<file path="config.mk">
export PLATFORM = sky130hd
export DESIGN_NAME = sram_req_queue
export DESIGN_NICKNAME = d
export VERILOG_FILES = /design/src/rtl/sram_req_queue.sv
export SDC_FILE = /design/constraint.sdc
export NUM_CORES = 1
export LEC_CHECK = 0
export CAP_MARGIN = 5
export CORE_MARGIN = 10
export CORE_UTILIZATION = 50
export DETAILED_ROUTE_END_ITERATION = 6
export DONT_BUFFER_PORTS = 1
export PLACE_DENSITY = 0.66
export SLEW_MARGIN = 20
export SYNTH_ARGS = -nofsm -noshare
export SYNTH_HDL_FRONTEND = slang
export SYNTH_SLANG_ARGS = --single-unit
</file>
<file path="constraint.sdc">
create_clock -name clk -period 3.8 [get_ports clk]
set_input_delay 0.76 -clock clk [delete_from_list [all_inputs] [get_ports clk]]
set_output_delay 0.76 -clock clk [all_outputs]
set_load 0.05 [all_outputs]
</file>
<file path="src/rtl/sram_req_queue.sv">
// Request queue in front of the SRAM controller: buffers client commands, issues them in order
// and returns read data as a registered response pulse. Define SRAM_REQ_STATS_EN for issue counters.
module sram_req_queue #(
    parameter int DEPTH  = 4,
    parameter int ADDR_W = 18,
    parameter int DATA_W = 16
) (
    input  logic              clk,
    input  logic              reset,
    input  logic              req_valid,
    output logic              req_ready,
    input  logic              req_rw,
    input  logic [ADDR_W-1:0] req_addr,
    input  logic [DATA_W-1:0] req_wdata,
    output logic              rsp_valid,
    output logic [DATA_W-1:0] rsp_data,
    output logic              mem,
    output logic              rw,
    output logic [ADDR_W-1:0] addr,
    output logic [DATA_W-1:0] data_f2s,
    input  logic              ready,
    input  logic [DATA_W-1:0] data_s2f_r
`ifdef SRAM_REQ_STATS_EN
    ,
    output logic [15:0]       rd_cnt,
    output logic [15:0]       wr_cnt
`endif
);

    localparam int PTR_W = $clog2(DEPTH);

    logic              r_rw_q   [DEPTH];
    logic [ADDR_W-1:0] r_addr_q [DEPTH];
    logic [DATA_W-1:0] r_data_q [DEPTH];
    logic [PTR_W-1:0]  r_wr_ptr;
    logic [PTR_W-1:0]  r_rd_ptr;
    logic [PTR_W:0]    r_count;
    logic [2:0]        r_rd_pipe;
    logic              r_rsp_valid;
    logic [DATA_W-1:0] r_rsp_data;

    logic w_full;
    logic w_empty;
    logic w_push;
    logic w_pop;
    logic w_rd_issue;
    logic w_wr_issue;

    assign w_full     = (r_count == (PTR_W+1)'(DEPTH));
    assign w_empty    = (r_count == '0);
    // Full blocks pushes even when a pop happens in the same cycle.
    assign w_push     = req_valid & ~w_full;
    assign w_pop      = ~w_empty & ready;
    assign w_rd_issue = w_pop & r_rw_q[r_rd_ptr];
    assign w_wr_issue = w_pop & ~r_rw_q[r_rd_ptr];

    assign req_ready = ~w_full;
    assign mem       = ~w_empty;
    assign rw        = r_rw_q[r_rd_ptr];
    assign addr      = r_addr_q[r_rd_ptr];
    assign data_f2s  = r_data_q[r_rd_ptr];
    assign rsp_valid = r_rsp_valid;
    assign rsp_data  = r_rsp_data;

    always_ff @(posedge clk) begin
        if (reset) begin
            for (int i = 0; i < DEPTH; i++) begin
                r_rw_q[i]   <= 1'b0;
                r_addr_q[i] <= '0;
                r_data_q[i] <= '0;
            end
        end else if (w_push) begin
            r_rw_q[r_wr_ptr]   <= req_rw;
            r_addr_q[r_wr_ptr] <= req_addr;
            r_data_q[r_wr_ptr] <= req_wdata;
        end
    end

    always_ff @(posedge clk) begin
        if (reset) begin
            r_wr_ptr <= '0;
            r_rd_ptr <= '0;
            r_count  <= '0;
        end else begin
            if (w_push) r_wr_ptr <= r_wr_ptr + PTR_W'(1);
            if (w_pop)  r_rd_ptr <= r_rd_ptr + PTR_W'(1);
            case ({w_push, w_pop})
                2'b10:   r_count <= r_count + (PTR_W+1)'(1);
                2'b01:   r_count <= r_count - (PTR_W+1)'(1);
                default: r_count <= r_count;
            endcase
        end
    end

    // Read issued in cycle T reaches stage 2 in T+3, when the controller holds its data.
    always_ff @(posedge clk) begin
        if (reset) begin
            r_rd_pipe   <= '0;
            r_rsp_valid <= 1'b0;
            r_rsp_data  <= '0;
        end else begin
            r_rd_pipe <= {r_rd_pipe[1:0], w_rd_issue};
            if (r_rd_pipe[2]) begin
                r_rsp_valid <= 1'b1;
                r_rsp_data  <= data_s2f_r;
            end else begin
                r_rsp_valid <= 1'b0;
            end
        end
    end

`ifdef SRAM_REQ_STATS_EN
    logic [15:0] r_rd_cnt;
    logic [15:0] r_wr_cnt;

    always_ff @(posedge clk) begin
        if (reset) begin
            r_rd_cnt <= '0;
            r_wr_cnt <= '0;
        end else begin
            if (w_rd_issue) r_rd_cnt <= r_rd_cnt + 16'd1;
            if (w_wr_issue) r_wr_cnt <= r_wr_cnt + 16'd1;
        end
    end

    assign rd_cnt = r_rd_cnt;
    assign wr_cnt = r_wr_cnt;
`endif

endmodule

</file>
==> flow_results.xml <==
<?xml version="1.0" encoding="UTF-8"?>
<metrics>
  <group name="run_status">
    <metric name="status" unit="">finished, final reports clean</metric>
  </group>
  <group name="route">
    <metric name="vias_per_cell" unit="">5.55</metric>
    <metric name="post-route-drc-count" unit="">0</metric>
    <metric name="detailroute.via_count" unit="">3589</metric>
    <metric name="detailedRoute.firstIterationViolations" unit="">191</metric>
    <metric name="detail_route.wl_per_cell" unit="um">22.4</metric>
    <metric name="routed_wirelength" unit="um">14500</metric>
    <metric name="drt_pass_1_iters" unit="">4</metric>
    <metric name="ant_nets" unit="">0</metric>
  </group>
  <group name="critical_path">
    <metric name="critical-path-top-delay-family" unit="">flip-flops</metric>
    <metric name="worst-setup-path-type" unit="">reg -&gt; out</metric>
    <metric name="cpMaxStageDelayCell" unit="">dfxtp_2</metric>
    <metric name="worstPathArrival" unit="ns">2.20</metric>
    <metric name="worst-path-buf-inv" unit="">1</metric>
    <metric name="critical_path_required" unit="ns">3.04</metric>
    <metric name="crit_end_element" unit="">output port</metric>
    <metric name="max_stage_delay" unit="ns">0.73</metric>
    <metric name="timing.critical_path.fanout_max" unit="">20</metric>
    <metric name="critical_path.cell_chain" unit="">buf_12, mux4_2</metric>
    <metric name="worst_setup_path_start_kind" unit="">flop</metric>
  </group>
  <group name="synthesis">
    <metric name="yosysMostFrequentCell" unit="">edfxtp_1</metric>
    <metric name="post-synth-top-area-fraction" unit="%">58.1</metric>
    <metric name="yosysUniqueCellTypes" unit="">33</metric>
    <metric name="synth-async-reset-ratio" unit="%">0</metric>
    <metric name="synth_fp_nets" unit="">507</metric>
    <metric name="synth.top_cells.by_area" unit="">edfxtp_1 58%, and2_1 12%, mux4_2 11%, dfxtp_1 8.0%, mux2i_1 2.2%</metric>
    <metric name="ys_dominant_reg_cell" unit="">edfxtp_1</metric>
    <metric name="netlist.top_cell.by_area" unit="">edfxtp_1</metric>
    <metric name="post_synth.cell_area_avg" unit="um2">16.1</metric>
    <metric name="syn-instance-count" unit="">450</metric>
    <metric name="synth_sequential_area_ratio" unit="%">66.1</metric>
    <metric name="synth-warning-count" unit="">0</metric>
    <metric name="synth_enable_flop_cells" unit="">140</metric>
    <metric name="netlist_top_cells_count" unit="">140 x edfxtp_1, 138 x and2_1, 35 x mux4_2</metric>
    <metric name="ys_ff_latch" unit="">169</metric>
    <metric name="netlist_area" unit="mm2">0.00724</metric>
  </group>
  <group name="sta">
    <metric name="max_clock_freq" unit="MHz">338</metric>
    <metric name="setup_total_negative_slack" unit="ns">0</metric>
    <metric name="max-slew-margin-rel" unit="%">33.8</metric>
    <metric name="setup_viol" unit="">0</metric>
    <metric name="worstMarginPinSlew" unit="ns">0.992</metric>
    <metric name="final.min_clock_period" unit="ns">2.96</metric>
    <metric name="final-hold-violation-count" unit="">0</metric>
    <metric name="finClkSkew" unit="ns">0.00821</metric>
    <metric name="timing_max_transition_violations_final" unit="">0</metric>
    <metric name="final.period_utilization" unit="%">77.8</metric>
    <metric name="grt_setup_unrepaired" unit="">false</metric>
  </group>
  <group name="power">
    <metric name="cellLeakagePower" unit="nW">2.86</metric>
    <metric name="power_per_cell_area" unit="mW/mm2">689</metric>
    <metric name="worst_ir_drop_vdd" unit="uV">308</metric>
  </group>
  <group name="clocking">
    <metric name="cts-buffers-inserted" unit="">17</metric>
    <metric name="clock_tree.root_cell" unit="">clkbuf_16</metric>
    <metric name="clkTransAtPathRegs" unit="ns">0.06</metric>
    <metric name="cts.repair_timing.setup_buffer_count" unit="">0</metric>
    <metric name="cts_hold_buf" unit="">0</metric>
    <metric name="htree_levels" unit="">4</metric>
    <metric name="cts.repair.resized" unit="">0</metric>
    <metric name="tritoncts_clock_tree" unit="">yes</metric>
    <metric name="numClockSinks" unit="">169</metric>
    <metric name="clock_path_buffers" unit="">2</metric>
    <metric name="clock_latency_on_the_worst_skew_pair" unit="ns">0.42</metric>
  </group>
  <group name="die">
    <metric name="floorplan.initialDensity" unit="%">51.6</metric>
    <metric name="die_y" unit="um">140</metric>
    <metric name="floorplan.die.width" unit="um">140</metric>
    <metric name="placementRows" unit="">43</metric>
    <metric name="design.portCount" unit="">109</metric>
    <metric name="die_area" unit="mm2">0.0197</metric>
    <metric name="coreArea" unit="mm2">0.0140</metric>
  </group>
  <group name="grt">
    <metric name="antenna_found_initial" unit="">0</metric>
    <metric name="global_route_wire_length_before_repair" unit="um">22900</metric>
    <metric name="global_route.usage.met3" unit="%">6.49</metric>
    <metric name="grt_max_degree" unit="">37</metric>
    <metric name="number_of_global_route_vias_before_repair" unit="">3924</metric>
    <metric name="global_route.usage.total" unit="%">15.3</metric>
    <metric name="met2_usage" unit="%">25.2</metric>
    <metric name="grt.busiest_layer" unit="">met2</metric>
    <metric name="globalRouteOverflowTotal" unit="">0</metric>
    <metric name="grt_util_met1" unit="%">17.6</metric>
  </group>
  <group name="placed_design">
    <metric name="placedCellCount" unit="">615</metric>
    <metric name="io_buffers" unit="">0</metric>
    <metric name="detailed_place_hpwl" unit="um">9000</metric>
    <metric name="gp_routability_congestion" unit="">0.709</metric>
    <metric name="placed_area" unit="mm2">0.00739</metric>
  </group>
  <group name="final_layout">
    <metric name="diodes" unit="">0</metric>
    <metric name="layout.cell_area.non_filler" unit="mm2">0.00803</metric>
    <metric name="nNetsFinal" unit="">511</metric>
    <metric name="layoutNonFillerInstCount" unit="">647</metric>
    <metric name="syn_to_final_growth" unit="%">10.9</metric>
    <metric name="post_route_cells_drive_above_1_share" unit="%">19.9</metric>
  </group>
  <group name="worst_hold_path">
    <metric name="tightest_hold_check_type" unit="">in -&gt; reg</metric>
  </group>
  <group name="job">
    <metric name="maxCapViolations" unit="">0</metric>
  </group>
</metrics>
## per-stage QoR
stage	setup slack, ns	utilization [%]	total power [mW]	hold slack [ns]
3_5_place_dp	1.08	52.6	3.73	0.430
6_report	0.845	57.2	5.54	0.404
4_1_cts	0.767	57.2	5.60	0.381
3_3_place_gp	1.18	52.6	3.70	0.431
2_1_floorplan	0.776	-	3.51	0.414
5_1_grt	0.691	57.2	5.76	0.375
## placed cells by master, fill, tap and decap left out, types with 2 or more instances in the layout
| master | instances |
|---|---|
| and2_2 | 2 |
| inv_2 | 2 |
| clkbuf_16 | 17 |
| nor2b_1 | 4 |
| nor4_4 | 2 |
| nor3_4 | 2 |
| mux4_2 | 35 |
| dfxtp_1 | 27 |
| nor2_1 | 22 |
| xor2_1 | 4 |
| dfxtp_2 | 2 |
| buf_4 | 10 |
| inv_6 | 2 |
| clkinv_2 | 2 |
| o21ai_0 | 2 |
| mux2i_1 | 16 |
| a21oi_1 | 3 |
| and2_1 | 138 |
| or3_1 | 3 |
| clkinv_4 | 2 |
| edfxtp_1 | 140 |
| nand2_1 | 2 |
| o21bai_4 | 2 |
| inv_1 | 4 |
| bufinv_16 | 5 |
## power by group
part / total [mW] / internal, mW / switching [mW] / leakage (nW)
clock: 1.88 / 1.17 / 0.711 / 0.313
sequential: 2.35 / 2.20 / 0.152 / 1.69
combinational: 1.30 / 0.396 / 0.907 / 0.853
## cells by family after synthesis
logic type               share of synthesized area [%]
XOR/XNOR                                         0.484
flip-flops                                        66.1
AO/OA/AOI/OAI                                     1.02
AND/OR/NAND/NOR                                   15.8
buffers and inverters                             3.11
adder cells (fa/ha/maj)                          0.449
multiplexers                                      13.1
## worst paths after layout
kind / start / endpoint / slack [ns] / cells past startpoint
worst min register to register: r_rd_pipe[1]$_SDFF_PP0_ / r_rd_pipe[2]$_SDFF_PP0_ / 0.45 / 1
worst min-delay path: reset / rsp_data[6]$_SDFFE_PP0P_ / 0.40 / 1
worst max register to register: r_count[2]$_SDFFE_PP0P_ / r_count[2]$_SDFFE_PP0P_ / 1.07 / 9
worst max-delay path: flop / rw / 0.84 / 2
## registers in the layout, summed over array words and instances, names as in the netlist, named ones only
name       flops
r_data_q      64
r_rw_q         4
r_count        3
rsp_valid      1
r_rd_ptr       2
r_addr_q      72
rsp_data      16
r_rd_pipe      3
r_wr_ptr       2
## metal layers
| metal | share of wire (%) | vias to the layer above |
|---|---|---|
| li1 | - | 1641 |
| met1 | 41 | 1833 |
| met2 | 51 | 104 |
| met3 | 7.8 | 11 |
| met4 | 0.92 | 0 |
| met5 | 0 | - |
## worst reg2reg max path, delay by kind of cell, from the launching register on
kind | cells | cell delay, ns
AND/OR/NAND/NOR | 3 | 1.06
adder cells (fa/ha/maj) | 2 | 0.57
XOR/XNOR | 1 | 0.16
buffers and inverters | 2 | 0.34
AO/OA/AOI/OAI | 1 | 0.14
flip-flops | 1 | 0.40
## cell type report
cell class	instances	area, um2
flip-flops and latches	169	4790
clock inverters	15	223
repair buffers	11	95.1
clock buffers	17	425
fillers	1079	6010
well taps	180	225
multi-input cells	249	2260
inverters	6	22.5
No activity file was read; power rests on OpenSTA's default activity.
